--- config.mk ---
export PLATFORM = sky130hd
export DESIGN_NAME = tcm_mem_initiator
export DESIGN_NICKNAME = d
export VERILOG_FILES = /design/src/rtl/tcm_mem_initiator_pkg.sv /design/src/rtl/tcm_lane_align.sv /design/src/rtl/tcm_mem_initiator.sv
export SDC_FILE = /design/constraint.sdc
export NUM_CORES = 1
export LEC_CHECK = 0
export ABC_CLOCK_PERIOD_IN_PS = 3500
export BUFFER_PORTS_ARGS = -buffer_cell sky130_fd_sc_hd__buf_2
export CAP_MARGIN = 5
export CORE_ASPECT_RATIO = 0.75
export CORE_MARGIN = 4
export CORE_UTILIZATION = 26
export DETAILED_ROUTE_END_ITERATION = 8
export GPL_TIMING_DRIVEN = 0
export SLEW_MARGIN = 20
export SYNTH_ARGS = -nofsm -noshare
export SYNTH_HDL_FRONTEND = slang
export SYNTH_SLANG_ARGS = --single-unit
--- constraint.sdc ---
create_clock -name clk_i -period 3.5 [get_ports clk_i]
set_input_delay 0.525 -clock clk_i [delete_from_list [all_inputs] [get_ports clk_i]]
set_output_delay 0.525 -clock clk_i [all_outputs]
set_load 0.02 [all_outputs]
--- src/rtl/tcm_mem_initiator_pkg.sv ---
// Shared types for the TCM initiator: access sizes, FSM states and default window base.
package mem_defines;

   typedef enum logic [1:0] {
      MEM_BYTE = 2'b00,
      MEM_HALF = 2'b01,
      MEM_WORD = 2'b10
   } mem_size_t;

   typedef enum logic [1:0] {
      IDLE  = 2'b00,
      ISSUE = 2'b01,
      WAIT  = 2'b10,
      RESP  = 2'b11
   } tcm_init_state_t;

   localparam logic [31:0] TCM_DEFAULT_BASE = 32'h0000_0000;

endpackage

--- src/rtl/tcm_lane_align.sv ---
// Byte-lane alignment: store strobes/replicated data, and load extract/extend, from size and offset.
module tcm_lane_align
   import mem_defines::*;
(
   input  logic [1:0]  size_i,
   input  logic [1:0]  off_i,
   input  logic        unsigned_i,
   input  logic [31:0] wdata_i,
   input  logic [31:0] rdata_i,
   output logic [3:0]  strb_o,
   output logic [31:0] wdata_o,
   output logic [31:0] rdata_o
);

   logic [31:0] shifted;

   assign shifted = rdata_i >> {off_i, 3'b000};

   // Illegal size yields no strobes; the initiator never issues such an access anyway.
   always_comb begin
      strb_o  = 4'b0000;
      wdata_o = wdata_i;
      rdata_o = shifted;
      case (size_i)
         MEM_BYTE: begin
            strb_o  = 4'b0001 << off_i;
            wdata_o = {4{wdata_i[7:0]}};
            rdata_o = {{24{~unsigned_i & shifted[7]}}, shifted[7:0]};
         end
         MEM_HALF: begin
            strb_o  = 4'b0011 << off_i;
            wdata_o = {2{wdata_i[15:0]}};
            rdata_o = {{16{~unsigned_i & shifted[15]}}, shifted[15:0]};
         end
         MEM_WORD: begin
            strb_o  = 4'b1111;
            wdata_o = wdata_i;
            rdata_o = shifted;
         end
         default: ;
      endcase
   end

endmodule

--- src/rtl/tcm_mem_initiator.sv ---
// Single-outstanding LSU-to-TCM initiator for one RAM port.
// Optional performance counters are built when TCM_INIT_PERF_EN is defined.
module tcm_mem_initiator
   import mem_defines::*;
#(
   parameter int          ADDR_WIDTH = 16,
   parameter logic [31:0] TCM_BASE   = TCM_DEFAULT_BASE
) (
   input  logic                  clk_i,
   input  logic                  rst_n_i,
   input  logic                  req_valid_i,
   output logic                  req_ready_o,
   input  logic [31:0]           req_addr_i,
   input  logic                  req_we_i,
   input  logic [1:0]            req_size_i,
   input  logic                  req_unsigned_i,
   input  logic [31:0]           req_wdata_i,
   output logic                  rsp_valid_o,
   input  logic                  rsp_ready_i,
   output logic [31:0]           rsp_rdata_o,
   output logic                  rsp_err_o,
   output logic [ADDR_WIDTH-3:0] tcm_addr_o,
   output logic [31:0]           tcm_data_o,
   output logic [3:0]            tcm_wr_o,
   input  logic [31:0]           tcm_rdata_i,
   output logic [31:0]           perf_ld_cnt_o,
   output logic [31:0]           perf_st_cnt_o,
   output logic [31:0]           perf_err_cnt_o,
   output tcm_init_state_t       dbg_state_o
);

   localparam logic [32:0] WIN_LO   = {1'b0, TCM_BASE};
   localparam logic [32:0] WIN_SIZE = 33'd1 << ADDR_WIDTH;

   tcm_init_state_t state_q, state_d;
   logic            we_q, uns_q, err_q;
   logic [1:0]      off_q, size_q;
   logic [3:0]      strb_q;
   logic [31:0]     rdata_q;
   logic            accept, misalign, out_win, req_err;
   logic [32:0]     win_off;
   logic [3:0]      st_strb;
   logic [31:0]     st_data, ld_data;
   logic [31:0]     st_unused_rdata, ld_unused_wdata;
   logic [3:0]      ld_unused_strb;

   // Handshake: a transfer occurs on the rising edge where valid && ready are both high.
   // req_ready_o is high only in IDLE and rsp_valid_o only in RESP, so they never overlap.
   assign accept = req_valid_i && (state_q == IDLE);

   always_comb begin
      misalign = 1'b0;
      case (req_size_i)
         MEM_HALF: misalign = req_addr_i[0];
         MEM_WORD: misalign = |req_addr_i[1:0];
         default:  misalign = 1'b0;
      endcase
   end

   // 33-bit offset: an address below the base wraps to >= 2**32, beyond any window size.
   assign win_off = {1'b0, req_addr_i} - WIN_LO;
   assign out_win = (win_off >= WIN_SIZE);
   assign req_err = (req_size_i == 2'b11) || misalign || out_win;

   tcm_lane_align u_store_align (
      .size_i     (req_size_i),
      .off_i      (req_addr_i[1:0]),
      .unsigned_i (1'b0),
      .wdata_i    (req_wdata_i),
      .rdata_i    (32'h0),
      .strb_o     (st_strb),
      .wdata_o    (st_data),
      .rdata_o    (st_unused_rdata)
   );

   tcm_lane_align u_load_align (
      .size_i     (size_q),
      .off_i      (off_q),
      .unsigned_i (uns_q),
      .wdata_i    (32'h0),
      .rdata_i    (tcm_rdata_i),
      .strb_o     (ld_unused_strb),
      .wdata_o    (ld_unused_wdata),
      .rdata_o    (ld_data)
   );

   always_ff @(posedge clk_i or negedge rst_n_i) begin
      if (!rst_n_i) state_q <= IDLE;
      else          state_q <= state_d;
   end

   always_comb begin
      state_d     = state_q;
      req_ready_o = 1'b0;
      rsp_valid_o = 1'b0;
      tcm_wr_o    = 4'b0000;
      case (state_q)
         IDLE: begin
            req_ready_o = 1'b1;
            if (req_valid_i) state_d = req_err ? RESP : ISSUE;
         end
         ISSUE: begin
            if (we_q) tcm_wr_o = strb_q;
            state_d = we_q ? RESP : WAIT;
         end
         WAIT: state_d = RESP;
         RESP: begin
            rsp_valid_o = 1'b1;
            if (rsp_ready_i) state_d = IDLE;
         end
         default: state_d = IDLE;
      endcase
   end

   always_ff @(posedge clk_i or negedge rst_n_i) begin
      if (!rst_n_i) begin
         tcm_addr_o <= '0;
         tcm_data_o <= '0;
         strb_q     <= '0;
         we_q       <= 1'b0;
         uns_q      <= 1'b0;
         err_q      <= 1'b0;
         off_q      <= '0;
         size_q     <= '0;
         rdata_q    <= '0;
      end else begin
         if (accept) begin
            err_q   <= req_err;
            we_q    <= req_we_i;
            rdata_q <= '0;
            if (!req_err) begin
               tcm_addr_o <= req_addr_i[ADDR_WIDTH-1:2];
               tcm_data_o <= st_data;
               strb_q     <= st_strb;
               off_q      <= req_addr_i[1:0];
               size_q     <= req_size_i;
               uns_q      <= req_unsigned_i;
            end
         end
         if (state_q == WAIT) rdata_q <= ld_data;
      end
   end

   assign rsp_rdata_o = rdata_q;
   assign rsp_err_o   = err_q;
   assign dbg_state_o = state_q;

`ifdef TCM_INIT_PERF_EN
   logic [31:0] ld_cnt_q, st_cnt_q, err_cnt_q;

   always_ff @(posedge clk_i or negedge rst_n_i) begin
      if (!rst_n_i) begin
         ld_cnt_q  <= '0;
         st_cnt_q  <= '0;
         err_cnt_q <= '0;
      end else if ((state_q == RESP) && rsp_ready_i) begin
         if (err_q)     err_cnt_q <= err_cnt_q + 32'd1;
         else if (we_q) st_cnt_q  <= st_cnt_q + 32'd1;
         else           ld_cnt_q  <= ld_cnt_q + 32'd1;
      end
   end

   assign perf_ld_cnt_o  = ld_cnt_q;
   assign perf_st_cnt_o  = st_cnt_q;
   assign perf_err_cnt_o = err_cnt_q;
`else
   assign perf_ld_cnt_o  = '0;
   assign perf_st_cnt_o  = '0;
   assign perf_err_cnt_o = '0;
`endif

endmodule

==> flow_summary_export.csv <==
group,metric,value,unit
job,drv_cap,0,
pwr,vdd_ir_drop_max,0.345,mV
floorplan,die_w,173,µm
logic_synthesis,synth-seq-cells,91,
logic_synthesis,async_reset_ff_frac,1.00,
logic_synthesis,yosys.area.top_type,"dfrtp_1",
timing,min_period_over_period,0.759,
global_routing,antenna_found_initial,2,
setup_path,startpoint_type,"primary input",
global_routing,grt_pass1_vias,4373,
setup_path,crit_chain,"buf_2 > inv_1 > ha_1 > clkbuf_1 > nor2_1 > clkbuf_1 > mux2_2 > mux2_2",
place,dp_hpwl,13.2,mm
clock_network,hold_buffers,0,
setup_path,cp_num_buf_inv,4,
finish,multiInputGateArea,2480,µm²
floorplan,ioPinCount,287,
finish,final_area,7250,µm²
logic_synthesis,synth-edff-count,0,
routing,firstDrtPassIters,4,
logic_synthesis,synth_cell_type_count,38,
setup_path,reg2reg_slack,0.93,ns
finish,nFillCells,2022,
clock_network,clock-root-buffer,"clkbuf_16",
setup_path,arrival,2.89,ns
place,placed_area,6940,µm²
finish,nets,892,
routing,vias,4388,
setup_path,path_max_fanout,10,
logic_synthesis,ys_warn_count,0,
clock_network,clk_pin_slew_worst_paths,0.07,ns
floorplan,start_util,0.269,
timing,finalSetupViolCount,0,
status,status,"complete, no violations",
clock_network,numCtsBuffers,9,
clock_network,htree_levels,3,
clock_network,worstSkewPairLatency,0.35,ns
routing,via_per_inst,4.23,
timing,worst_pin_slew,1.09,ns
logic_synthesis,synth_top_area_frac,0.431,
timing,fmax,0.377,GHz
timing,fin_ws,0.844,ns
logic_synthesis,synth_area,5280,µm²
finish,stdcell_count,1038,
logic_synthesis,ys_top_cells_by_area,"dfrtp_1 (43%), mux2_2 (15%), buf_4 (14%)",
logic_synthesis,synthCells,483,
routing,drc,0,
logic_synthesis,synthMostInstantiatedCell,"buf_4",
place,portBuffers,190,
routing,drtAntennaViolNets,0,
setup_path,critical_path_class,"primary input to register",
routing,drt_wl_total,16.4,mm
routing,wl_per_cell,15.8,µm
setup_path,cp_top_family,"buffers and inverters",
setup_path,cp.required,3.73,ns
clock_network,clkSinkCount,91,
global_routing,grt_first_pass_wirelength,25.4,mm
global_routing,grt_start_max_net_pins,58,
routing,drt_iter0_markers,199,
setup_path,r2r_end,"tcm_data_o[22]",
floorplan,core-area,19700,µm²
clock_network,cts_setup_buffers,0,
timing,final_max_slew_viol_count,0,
place,gp_congestion,0.825,
floorplan,fp.dieH,131,µm
pwr,powerDensity,517,nW/µm²
global_routing,overflow,0,
timing,finalHoldViolCount,0,
place,dp.cells,1022,
setup_path,r2r_cells,7,
timing,fin_crit,2.66,ns
setup_path,cpMaxStageDelayCell,"nor2_1",
clock_network,cts_tree,"built",
logic_synthesis,avgSynthCellArea,10.9,µm²
floorplan,dieArea,22700,µm²
timing,final.setup.tns,0,ns
pwr,finalPower,3.75,mW
setup_path,cp-end-kind,"register",
global_routing,grt.total_usage,0.140,
setup_path,max_stage_delay,0.56,ns
logic_synthesis,synth_commonest_cells,"buf_4 (100), dfrtp_1 (91), mux2_2 (71)",
logic_synthesis,ys_seq_area_frac,0.431,
finish,num_antenna_cells,0,
clock_network,cts_resized,0,
timing,rsz0062_at_grt,"false",
setup_path,timing.rr.start,"dbg_state_o[1]",
timing,finClkSkew,0.00838,ns
pwr,p_leak,4.02,nW
floorplan,std_cell_rows,44,
finish,drive_gt1_frac,0.507,
timing,slew_headroom,0.267,
clock_network,clk_path_buf_depth,2,
finish,seqCellArea,2280,µm²
worst_hold_path,hp-class,"primary input to asynchronous set/reset pin",
logic_synthesis,synthFlopType,"dfrtp_1",
finish,area_delta_synth_final,37.3,%
place,dp_slack,0.419,ns
cell usage in the layout, fill, tap and decap left out, types with 2 or more instances in the layout:
| cell type | n |
|---|---|
| buf_2 | 193 |
| buf_4 | 100 |
| conb_1 | 96 |
| dfrtp_1 | 91 |
| mux2_2 | 71 |
| nand2_1 | 39 |
| a21oi_1 | 24 |
| mux2i_1 | 18 |
| o21ai_0 | 18 |
| clkbuf_1 | 13 |
| a221o_2 | 9 |
| clkbuf_16 | 9 |
| inv_1 | 8 |
| o211ai_1 | 8 |
| a22oi_1 | 8 |
| a22o_1 | 8 |
| ha_1 | 8 |
| nand3b_1 | 7 |
| nor2_1 | 6 |
| a221o_1 | 6 |
| nor3_1 | 5 |
| and3_1 | 4 |
| nand3_1 | 3 |
| nor4_1 | 3 |
| buf_6 | 3 |
| o31ai_1 | 3 |
| nand2b_1 | 2 |
| buf_1 | 2 |
| mux4_2 | 2 |
| clkbuf_8 | 2 |
cells by family (layout without fill, tap and decap cells):
family	Yosys count	after routing	synth area share
buf+inv	129	336	0.167
fa+ha+maj	8	8	0.0190
simple gates	74	74	0.0702
flops	91	91	0.431
mux	91	91	0.194
compound gates	89	89	0.118
other cells	1	96	0.000711
where the power goes:
group	switching [mW]	internal (mW)	leakage, nW
registers	0.110	1.25	1.21
logic	0.856	0.516	2.65
clock network	0.427	0.595	0.152
total	1.39	2.36	4.02
worst max path at each step:
stage | start | end | slack, ns | depth (start not counted)
4_1_cts | req_size_i[1] | tcm_data_o[22] | 0.80 | 8
6_report | req_size_i[1] | tcm_data_o[22] | 0.84 | 8
3_5_place_dp | req_size_i[1] | tcm_data_o[22] | 0.42 | 8
5_1_grt | dbg_state_o[1] | tcm_addr_o[2] | 0.68 | 7
2_1_floorplan | dbg_state_o[0] | off_q[0] | 1.22 | 7
3_3_place_gp | req_size_i[1] | tcm_data_o[29] | 0.42 | 8
registers in the layout, summed over array words and instances, names as in the netlist:
signal,cells
we_q,1
dbg_state_o,2
tcm_data_o,32
off_q,2
uns_q,1
rsp_rdata_o,32
rsp_err_o,1
strb_q,4
tcm_addr_o,14
size_q,2
worst register-to-register path, stage by stage (launching register included):
cell and delay [ns]:
dfrtp_1 0.43, inv_1 0.12, ha_1 0.32, nand2_1 0.30, nor3_1 0.34, buf_2 0.32
buf_4 0.26, mux2_2 0.36
layout make-up:
cell class,instances,area share
clock inverters,5,0.00829
inverters,8,0.00414
clock buffers,11,0.0349
multi-input cells,358,0.342
plain buffers,121,0.117
flip-flops and latches,91,0.314
repair buffers,191,0.136
well taps,253,0.0437
through the flow:
| step | hold slack, ns | utilization |
|---|---|---|
| after CTS | 0.0574 | 0.369 |
| after global placement | 0.469 | 0.351 |
| after floorplan | 0.229 | - |
| after detailed placement | 0.438 | 0.353 |
| final | 0.0605 | 0.369 |
| after global routing | 0.0678 | 0.369 |
metal layers:
layer / routed length (µm) / global-route usage
met2: 7570 / 0.221
met5: 26 / 0
met4: 215 / 0.0377
met1: 7350 / 0.188
met3: 1240 / 0.0448
Power figures use the tool's default switching activity.
